[config.mk]
export PLATFORM = sky130hd
export DESIGN_NAME = spi_cfg_regs
export DESIGN_NICKNAME = d
export VERILOG_FILES = /design/src/rtl/spi_cfg_regs.sv
export SDC_FILE = /design/constraint.sdc
export NUM_CORES = 1
export LEC_CHECK = 0
export CORE_MARGIN = 1
export CORE_UTILIZATION = 45
export CTS_CLUSTER_SIZE = 8
export DETAILED_ROUTE_END_ITERATION = 10
export DONT_BUFFER_PORTS = 1
export PLACE_DENSITY = 0.63
export SYNTH_ARGS = -nofsm -noshare
export SYNTH_HDL_FRONTEND = slang
export SYNTH_SLANG_ARGS = --single-unit
[constraint.sdc]
create_clock -name CLK -period 2 [get_ports CLK]
set_input_delay 0.4 -clock CLK [delete_from_list [all_inputs] [get_ports CLK]]
set_output_delay 0.4 -clock CLK [all_outputs]
set_load 0.005 [all_outputs]
[src/rtl/spi_cfg_regs.sv]
// SPI-slave configuration register file: frames are RW, address, data (MSB first).
// Optional MISO readback of the addressed register is compiled in with `define SPI_CFG_READBACK_EN.
module spi_cfg_regs #(
  parameter int                DATA_W   = 16,
  parameter int                ADDR_W   = 3,
  parameter int                NUM_REGS = 4,
  parameter logic [DATA_W-1:0] REG0_RST = 16'h0988
) (
  input  logic                       CLK,
  input  logic                       RSTb,
  input  logic                       SCK,
  input  logic                       CS,
  input  logic                       MOSI,
  output logic                       MISO,
  output logic [NUM_REGS*DATA_W-1:0] regs,
  output logic                       wr_stb,
  output logic [ADDR_W-1:0]          wr_addr,
  output logic                       frame_err
);

  localparam int HDR_LEN   = 1 + ADDR_W;
  localparam int FRAME_LEN = HDR_LEN + DATA_W;
  localparam int CNT_W     = $clog2(FRAME_LEN + 2);

  localparam logic [CNT_W-1:0]  CNT_HDR   = CNT_W'(HDR_LEN);
  localparam logic [CNT_W-1:0]  CNT_FRAME = CNT_W'(FRAME_LEN);
  localparam logic [CNT_W-1:0]  CNT_SAT   = CNT_W'(FRAME_LEN + 1);
  localparam logic [ADDR_W:0]   ADDR_LIM  = (ADDR_W + 1)'(NUM_REGS);

  typedef enum logic [1:0] {
    S_IDLE   = 2'd0,
    S_HDR    = 2'd1,
    S_DATA   = 2'd2,
    S_COMMIT = 2'd3
  } state_t;

  logic             r_sck_s1, r_sck_s2, r_sck_d;
  logic             r_cs_s1, r_cs_s2, r_cs_d;
  logic             r_mosi_s1, r_mosi_s2;
  logic [1:0]       r_sync_vld;
  logic             r_cs_armed;

  state_t           r_state, w_state_next;

  logic [DATA_W-1:0] r_shift;
  logic [CNT_W-1:0]  r_bit_cnt;
  logic              r_rw;
  logic [ADDR_W-1:0] r_addr;
  logic              r_wr_stb;
  logic              r_frame_err;
  logic [ADDR_W-1:0] r_wr_addr;

  logic w_sck_rise, w_cs_fall, w_cs_rise;
  logic w_clear, w_sample, w_latch_hdr, w_commit, w_abort;
  logic w_len_ok, w_addr_ok, w_accept, w_read_ok, w_reject;

  // Input synchronisers; CS stages idle high so reset looks like "not selected".
  always_ff @(posedge CLK or negedge RSTb) begin
    if (!RSTb) begin
      r_sck_s1   <= 1'b0;
      r_sck_s2   <= 1'b0;
      r_sck_d    <= 1'b0;
      r_cs_s1    <= 1'b1;
      r_cs_s2    <= 1'b1;
      r_cs_d     <= 1'b1;
      r_mosi_s1  <= 1'b0;
      r_mosi_s2  <= 1'b0;
      r_sync_vld <= 2'b00;
      r_cs_armed <= 1'b0;
    end else begin
      r_sck_s1   <= SCK;
      r_sck_s2   <= r_sck_s1;
      r_sck_d    <= r_sck_s2;
      r_cs_s1    <= CS;
      r_cs_s2    <= r_cs_s1;
      r_cs_d     <= r_cs_s2;
      r_mosi_s1  <= MOSI;
      r_mosi_s2  <= r_mosi_s1;
      r_sync_vld <= {r_sync_vld[0], 1'b1};
      r_cs_armed <= r_cs_armed | (r_sync_vld[1] & r_cs_s2);
    end
  end

  // A CS still low when reset lifts is not a fresh frame start: only arm once CS is seen high.
  assign w_sck_rise = r_sck_s2 & ~r_sck_d;
  assign w_cs_fall  = ~r_cs_s2 & r_cs_d & r_cs_armed;
  assign w_cs_rise  = r_cs_s2 & ~r_cs_d;

  always_ff @(posedge CLK or negedge RSTb) begin
    if (!RSTb) begin
      r_state <= S_IDLE;
    end else begin
      r_state <= w_state_next;
    end
  end

  always_comb begin
    w_state_next = r_state;
    case (r_state)
      S_IDLE: begin
        if (w_cs_fall) w_state_next = S_HDR;
      end
      S_HDR: begin
        if (w_cs_rise)                  w_state_next = S_IDLE;
        else if (r_bit_cnt == CNT_HDR)  w_state_next = S_DATA;
      end
      S_DATA: begin
        if (w_cs_rise) w_state_next = S_COMMIT;
      end
      S_COMMIT: begin
        w_state_next = S_IDLE;
      end
      default: begin
        w_state_next = S_IDLE;
      end
    endcase
  end

  always_comb begin
    w_clear     = 1'b0;
    w_sample    = 1'b0;
    w_latch_hdr = 1'b0;
    w_commit    = 1'b0;
    w_abort     = 1'b0;
    case (r_state)
      S_IDLE: begin
        w_clear = w_cs_fall;
      end
      S_HDR: begin
        w_sample    = w_sck_rise & ~r_cs_s2 & ~w_cs_fall;
        w_abort     = w_cs_rise;
        w_latch_hdr = ~w_cs_rise & (r_bit_cnt == CNT_HDR);
      end
      S_DATA: begin
        w_sample = w_sck_rise & ~r_cs_s2 & ~w_cs_fall;
        w_commit = w_cs_rise;
      end
      default: begin
      end
    endcase
  end

  // Commit decision is made on the DATA->COMMIT edge so regs and wr_stb change together.
  assign w_len_ok  = (r_bit_cnt == CNT_FRAME);
  assign w_addr_ok = ({1'b0, r_addr} < ADDR_LIM);
  assign w_accept  = w_commit & w_len_ok & ~r_rw & w_addr_ok;
  assign w_read_ok = w_len_ok & r_rw & w_addr_ok;
  assign w_reject  = w_abort | (w_commit & ~w_accept & ~w_read_ok);

  always_ff @(posedge CLK or negedge RSTb) begin
    if (!RSTb) begin
      r_shift     <= '0;
      r_bit_cnt   <= '0;
      r_rw        <= 1'b0;
      r_addr      <= '0;
      r_wr_stb    <= 1'b0;
      r_frame_err <= 1'b0;
      r_wr_addr   <= '0;
    end else begin
      r_wr_stb    <= w_accept;
      r_frame_err <= w_reject;
      if (w_accept) r_wr_addr <= r_addr;
      if (w_clear) begin
        r_shift   <= '0;
        r_bit_cnt <= '0;
      end else if (w_sample) begin
        r_shift <= {r_shift[DATA_W-2:0], r_mosi_s2};
        if (r_bit_cnt != CNT_SAT) r_bit_cnt <= r_bit_cnt + CNT_W'(1);
      end
      if (w_latch_hdr) begin
        r_rw   <= r_shift[ADDR_W];
        r_addr <= r_shift[ADDR_W-1:0];
      end
    end
  end

  for (genvar gi = 0; gi < NUM_REGS; gi++) begin : g_reg
    localparam logic [DATA_W-1:0] RST_VAL = (gi == 0) ? REG0_RST : '0;
    logic [DATA_W-1:0] r_reg;

    always_ff @(posedge CLK or negedge RSTb) begin
      if (!RSTb) begin
        r_reg <= RST_VAL;
      end else if (w_accept && (r_addr == ADDR_W'(gi))) begin
        r_reg <= r_shift;
      end
    end

    assign regs[gi*DATA_W +: DATA_W] = r_reg;
  end

  assign wr_stb    = r_wr_stb;
  assign wr_addr   = r_wr_addr;
  assign frame_err = r_frame_err;

`ifdef SPI_CFG_READBACK_EN
  logic              w_sck_fall;
  logic [DATA_W-1:0] w_rb_sel;
  logic [DATA_W-1:0] r_miso_sh;

  assign w_sck_fall = ~r_sck_s2 & r_sck_d;

  // Unimplemented addresses read back as zero.
  always_comb begin
    w_rb_sel = '0;
    for (int k = 0; k < NUM_REGS; k++) begin
      if (r_shift[ADDR_W-1:0] == ADDR_W'(k)) w_rb_sel = regs[k*DATA_W +: DATA_W];
    end
  end

  always_ff @(posedge CLK or negedge RSTb) begin
    if (!RSTb) begin
      r_miso_sh <= '0;
    end else if (w_latch_hdr) begin
      r_miso_sh <= r_shift[ADDR_W] ? w_rb_sel : '0;
    end else if ((r_state == S_DATA) && w_sck_fall) begin
      r_miso_sh <= {r_miso_sh[DATA_W-2:0], 1'b0};
    end
  end

  assign MISO = (r_state == S_DATA) & r_miso_sh[DATA_W-1];
`else
  assign MISO = 1'b0;
`endif

endmodule

# --- Word-level counts from Yosys, hierarchy flattened ---
# Index checks and enable logic that the tools add are counted.
word_totals:
  ff_bits: 107
  latch_bits: 0
  ram_bits: 0
  rom_bits: 0
  elab_cells: 87
  mem_count: 0
classes:
  add_sub_neg: 1
  n_mul: 0
  div_mod_pow: 0
  magnitude_cmp: 1
  eq_ne: 12
  shifts: 0
  mux: 15
  bitwise: 25
  reduce_logical: 11
ops:
  columns: ["operator", "n"]
  rows:
  - ["16-bit two-way mux", 2]
  - ["1-bit AND", 15]
  - ["5-bit two-way mux", 3]
  - ["2-bit two-way mux", 4]
  - ["1-bit NOT", 8]
  - ["2-bit case mux with 4 select lines", 1]
  - ["3-bit by 2-bit equality test with 1-bit output, second input constant", 2]
  - ["5-bit by 1-bit adder with 5-bit output, second input constant", 1]
  - ["5-bit by 3-bit equality test with 1-bit output, second input constant", 1]
  - ["5-bit equality test, second input constant", 1]
  - ["1-bit two-way mux", 5]
  - ["5-bit != test, second input constant", 1]
  - ["2-bit equality test, second input constant", 2]
  - ["1-bit logical AND", 4]
  - ["2-bit != test, second input constant", 2]
  - ["2-bit nonzero test", 2]
  - ["3-bit by 1-bit equality test with 1-bit output, second input constant", 1]
  - ["3-bit zero test", 1]
  - ["3-bit less-than comparator, second input constant", 1]
  - ["3-bit != test, second input constant", 1]
  - ["3-bit AND reduction", 1]
  - ["2-bit by 1-bit equality test with 1-bit output, second input constant", 1]
  - ["2-bit zero test", 1]
  - ["1-bit OR", 2]
  - ["other kinds (2)", 2]

# --- Depth between registers and ports, before layout ---
depth:
  depth_word: 10
  depth_mapped: 8
  depth_no_buf: 6

# --- Worst setup path before layout ---
# Ideal clock, no wire load.
synth_path:
  path_type: "register to register"
  from: "reg r_state[0]"
  to: "reg g_reg[1].r_reg[10]"
  arrival_time_ns: 1.984
  path_slack_ns: -0.109
  stages_incl_launch_ff: 9
  synth_period_minus_slack_ns: 2.109
  path_cell_list: "dfrtp_1 > inv_1 > ha_1 > and2b_1 > nand4_4 > or3b_1 > buf_6 > buf_12 > mux2_4"
synth_between:
  elab_chain_len: 6
synth_lines:
  columns: ["item", "line_no", "rtl"]
  rows:
  - ["start: declaration", "43", "state_t r_state, w_state_next;"]
  - ["start signal: assignment", "93", "r_state <= w_state_next;"]
  - ["2-bit equality test", "125", "case (r_state)"]
  - ["1-bit two-way mux", "125", null]
  - ["1-bit AND (3 in a row)", "146", "assign w_accept = w_commit & w_len_ok & ~r_rw & w_addr_ok;"]
  - ["1-bit logical AND", "184", "end else if (w_accept && (r_addr == ADDR_W'(gi))) begin"]
  - ["end signal: assignment", "185", "r_reg <= r_shift;"]
  - ["end: declaration", "179", "logic [DATA_W-1:0] r_reg;"]
# No other way between the ends.
# A chain may end at the register's enable or synchronous reset.

# --- Worst setup path after layout ---
layout_path:
  from: "reg r_bit_cnt[1]"
  to: "reg g_reg[1].r_reg[14]"
layout_between:
  elab_chain_len: 5
layout_lines:
  columns: ["item", "line_no", "rtl"]
  rows:
  - ["start: declaration", "46", "logic [CNT_W-1:0] r_bit_cnt;"]
  - ["start signal: assignment", "168", "if (r_bit_cnt != CNT_SAT) r_bit_cnt <= r_bit_cnt + CNT_W'(1);"]
  - ["5-bit equality test", "144", "assign w_len_ok = (r_bit_cnt == CNT_FRAME);"]
  - ["1-bit AND (3 in a row)", "146", null]
  - ["1-bit logical AND", "184", null]
# No other way between the ends.

==> results.txt <==
----------------------------------------------------
[Route]
  Wire length per cell ... 18.9 um
  Number of vias per cell after detailed routing ... 5.49
  Drt first-iter violations ... 66
  Antenna-violating nets left ... 0
  First-pass DRT Iterations ... 7
  Number of DRC violations after detailed routing ... 7
  Vias ... 2233
  Total routed wirelength ... 7.71 mm

[Placement]
  Detailed placement HPWL ... 4.89 mm
  Final weighted congestion of routability-driven global placement ... 0.807
  Count of input and output buffers ... 0
  Worst-case setup slack after placement ... -132 ps

[Pwr]
  Areal power density over the cells ... 833 nW/um2
  Peak supply drop ... 0.542 mV
  Leakage power ... 2.38 nW

[Yosys]
  Sequential element share of the synthesized area ... 64.6%
  Fraction of registers with async set/reset ... 100%
  Syn Inst Count ... 266
  Post-synth design cell area ... 4160 um2
  Synthesized flop and latch total ... 107
  Per-instance average area after synthesis ... 15.6 um2
  Most instantiated flip-flop cell in the synthesis netlist ... sky130_fd_sc_hd__dfrtp_1
  EDFF count, synth ... 0
  Number of distinct library cells after synthesis ... 40
  Synthesis warning total ... 0
  Total nets after synthesis ... 277

[Setup path]
  Largest driver fanout on the critical path ... 8
  Start point of the critical path ... r_bit_cnt[1]$_DFFE_PN0P_
  Beginning of the worst register-to-register path ... r_bit_cnt[1]$_DFFE_PN0P_
  Worst EP arrival ... 2230 ps
  Buffers plus inverters on the worst setup path ... 2
  Slowest-stage cell, CP ... sky130_fd_sc_hd__or3b_4
  Critical path launch point type ... flop
  Worst Path Required ... 2260 ps
  Ordered cell list for the critical path ... inv_2, ha_1, and3b_2, nand4_4, or3b_4, clkbuf_16, mux2_4
  Crit path capture type ... flop
  Critical path start-end classification ... reg -> reg
  Cell class contributing the biggest share of worst-path delay ... simple AND/OR/NAND/NOR gates
  Worst stage delay on the critical path ... 450 ps

[Global route]
  Global routing usage on met1 ... 23.1%
  GR peak layer ... met2
  Global-route congestion overflow total ... 0
  Maximum number of pins on one net before global-route repair ... 108
  GRT met3 Usage ... 5.01%
  Wire length of the first global-routing pass ... 12.7 mm
  Global routing met2 resource utilization ... 26.2%
  Overall global routing resource usage ... 17.2%
  Number of global-route vias before repair ... 2374
  Antenna violations before repair ... 0

[Layout]
  Number of inserted diodes ... 0
  Signed area change from the synthesized netlist to the final layout ... 13.1%
  Final net count ... 305
  Fraction of final layout cells with drive strength greater than 1 ... 43.1%
  Flip-flop count of the largest register after layout ... 64
  Util after Layout ... 53.2%
  Most common cell after layout, fill and taps aside ... sky130_fd_sc_hd__dfrtp_1
  Most used cells in the layout excluding fill and tap cells ... 100 x sky130_fd_sc_hd__dfrtp_1, 60 x sky130_fd_sc_hd__mux2_2, 21 x sky130_fd_sc_hd__buf_4

[Clock network]
  Worst skew pair latency ... 360 ps
  Clock buffers created by TritonCTS ... 9
  Clock Sink Count ... 107
  TritonCTS clock tree ... done
  Buffer type at the clock tree root ... sky130_fd_sc_hd__clkbuf_8
  CTS H-tree depth ... 3
  Max Root-Sink Buffers ... 2
  Clock slew at the register clock pins of the worst setup and hold paths ... 100 ps

[Floorplanning]
  Io pins ... 75
  Die footprint ... 9630 um2
  Core ar. ... 8850 um2
  Die Y-Extent ... 98.1 um
  Core Rows ... 34
  Starting utilization of the core area ... 47.0%
  Width of the chip ... 98.1 um

[Timing]
  Number of failing hold endpoints at the final stage ... 107
  Final setup margin ... 27.3 ps
  Unrepaired setup endpoints after global routing ... true
  Final count of pins violating max slew ... 0
  Share of the clock period used by the worst path ... 98.6%
  Minimum clock period ... 1970 ps
  Slew Limit Headroom ... 54.3%
  Worst Tran Pin Value ... 685 ps
  Minimum hold slack ... -277 ps
  Final Setup Violations ... 0
  Maximum clock rate ... 0.507 GHz
  Post-Route Skew ... 11.8 ps

[Run]
  # Max-Cap Violations ... 0

[Status]
  Result of the run ... complete, but fails checks
  Violations in the final reports ... design-rule violations, negative hold slack

[Worst hold path]
  Type of the most critical hold path ... in -> async

----------------------------------------------------
==> Yosys cell counts (3+ instances only) <==
cell type                  instances  area [um2]
sky130_fd_sc_hd__mux2_4           10         150
sky130_fd_sc_hd__inv_1             5        18.8
sky130_fd_sc_hd__buf_2             3        15.0
sky130_fd_sc_hd__ha_1              6        75.1
sky130_fd_sc_hd__nand4b_1          4        35.0
sky130_fd_sc_hd__nand2_1           7        26.3
sky130_fd_sc_hd__a22o_1           16         140
sky130_fd_sc_hd__dfstp_2           7         184
sky130_fd_sc_hd__dfrtp_1         100        2500
sky130_fd_sc_hd__a21oi_1           4        20.0
sky130_fd_sc_hd__nand3_1           3        15.0
sky130_fd_sc_hd__mux2_2           60         676
sky130_fd_sc_hd__nor2_1            5        18.8
==> area by class of cell <==
cell class | count | area, um2
fill | 765 | 4150
sequential | 107 | 2690
multi-input combinational | 145 | 1410
timing repair buffer | 26 | 244
clock buffer | 10 | 138
tap | 108 | 135
clock inverter | 6 | 68.8
inverter | 5 | 18.8
==> per-layer routing <==
layer  up-vias  routed length, um
met5         -                  0
met4         0                 85
met3         4                495
met2        66               3560
met1      1157               3570
li1       1006                  -
==> worst register-to-register path, delay by kind of cell (launching register included) <==
kind | cells | cell delay (ps)
AND/OR/NAND/NOR | 3 | 780
flip-flops | 1 | 410
multiplexers | 1 | 290
buffers and inverters | 2 | 270
adder cells (fa/ha/maj) | 1 | 130
==> what timing repair did <==
item	CTS	global route
pin swaps	0	3
buffers inserted	0	6
endpoints found under the setup margin	29	33
gates cloned	0	1
resized for setup	3	3
endpoints found under the hold margin	107	108
==> where the power goes <==
part / internal (mW) / total [mW] / switching, mW
logic: 0.155 / 0.316 / 0.161
clock network: 0.625 / 1.36 / 0.732
registers: 2.21 / 2.25 / 0.0396
==> worst paths after layout <==
path                                                  end  slack (ps)  cells after the start
setup / recovery           g_reg[1].r_reg[14]$_DFFE_PN0P_          30                      7
hold / removal                         r_sck_s2$_DFF_PN0_        -280                      0
setup reg to reg           g_reg[1].r_reg[14]$_DFFE_PN0P_          30                      7
hold reg to reg                   r_sync_vld[1]$_DFF_PN0_         350                      0
max in group asynchronous   g_reg[0].r_reg[3]$_DFFE_PN1P_        2020                      0
min in group CLK                      r_mosi_s1$_DFF_PN0_          60                      0
==> cells by family (layout without fill, tap and decap cells) <==
group / Yosys count / in the layout / synth area share (%)
multiplexers: 72 / 72 / 20.3
buffers and inverters: 14 / 47 / 2.11
AO/OA/AOI/OAI: 29 / 29 / 5.42
flip-flops: 107 / 107 / 64.6
AND/OR/NAND/NOR: 36 / 36 / 5.57
other: 2 / 2 / 0.181
adder cells (fa/ha/maj): 6 / 6 / 1.81
==> per-stage QoR <==
stage | cell area [um2] | total power [mW] | hold WS [ps] | cells | TNS (ps)
after global routing | 4700 | 4.09 | -308 | 407 | -589
after detailed placement | 4400 | 2.57 | 106 | 383 | -1960
final | 4700 | 3.92 | -277 | 407 | 0
after global placement | 4400 | 2.56 | 107 | 383 | -1210
after CTS | 4610 | 3.94 | -302 | 399 | 0
after floorplan | 4170 | 2.45 | 104 | 266 | 0
(Power assumes the default switching activity.)
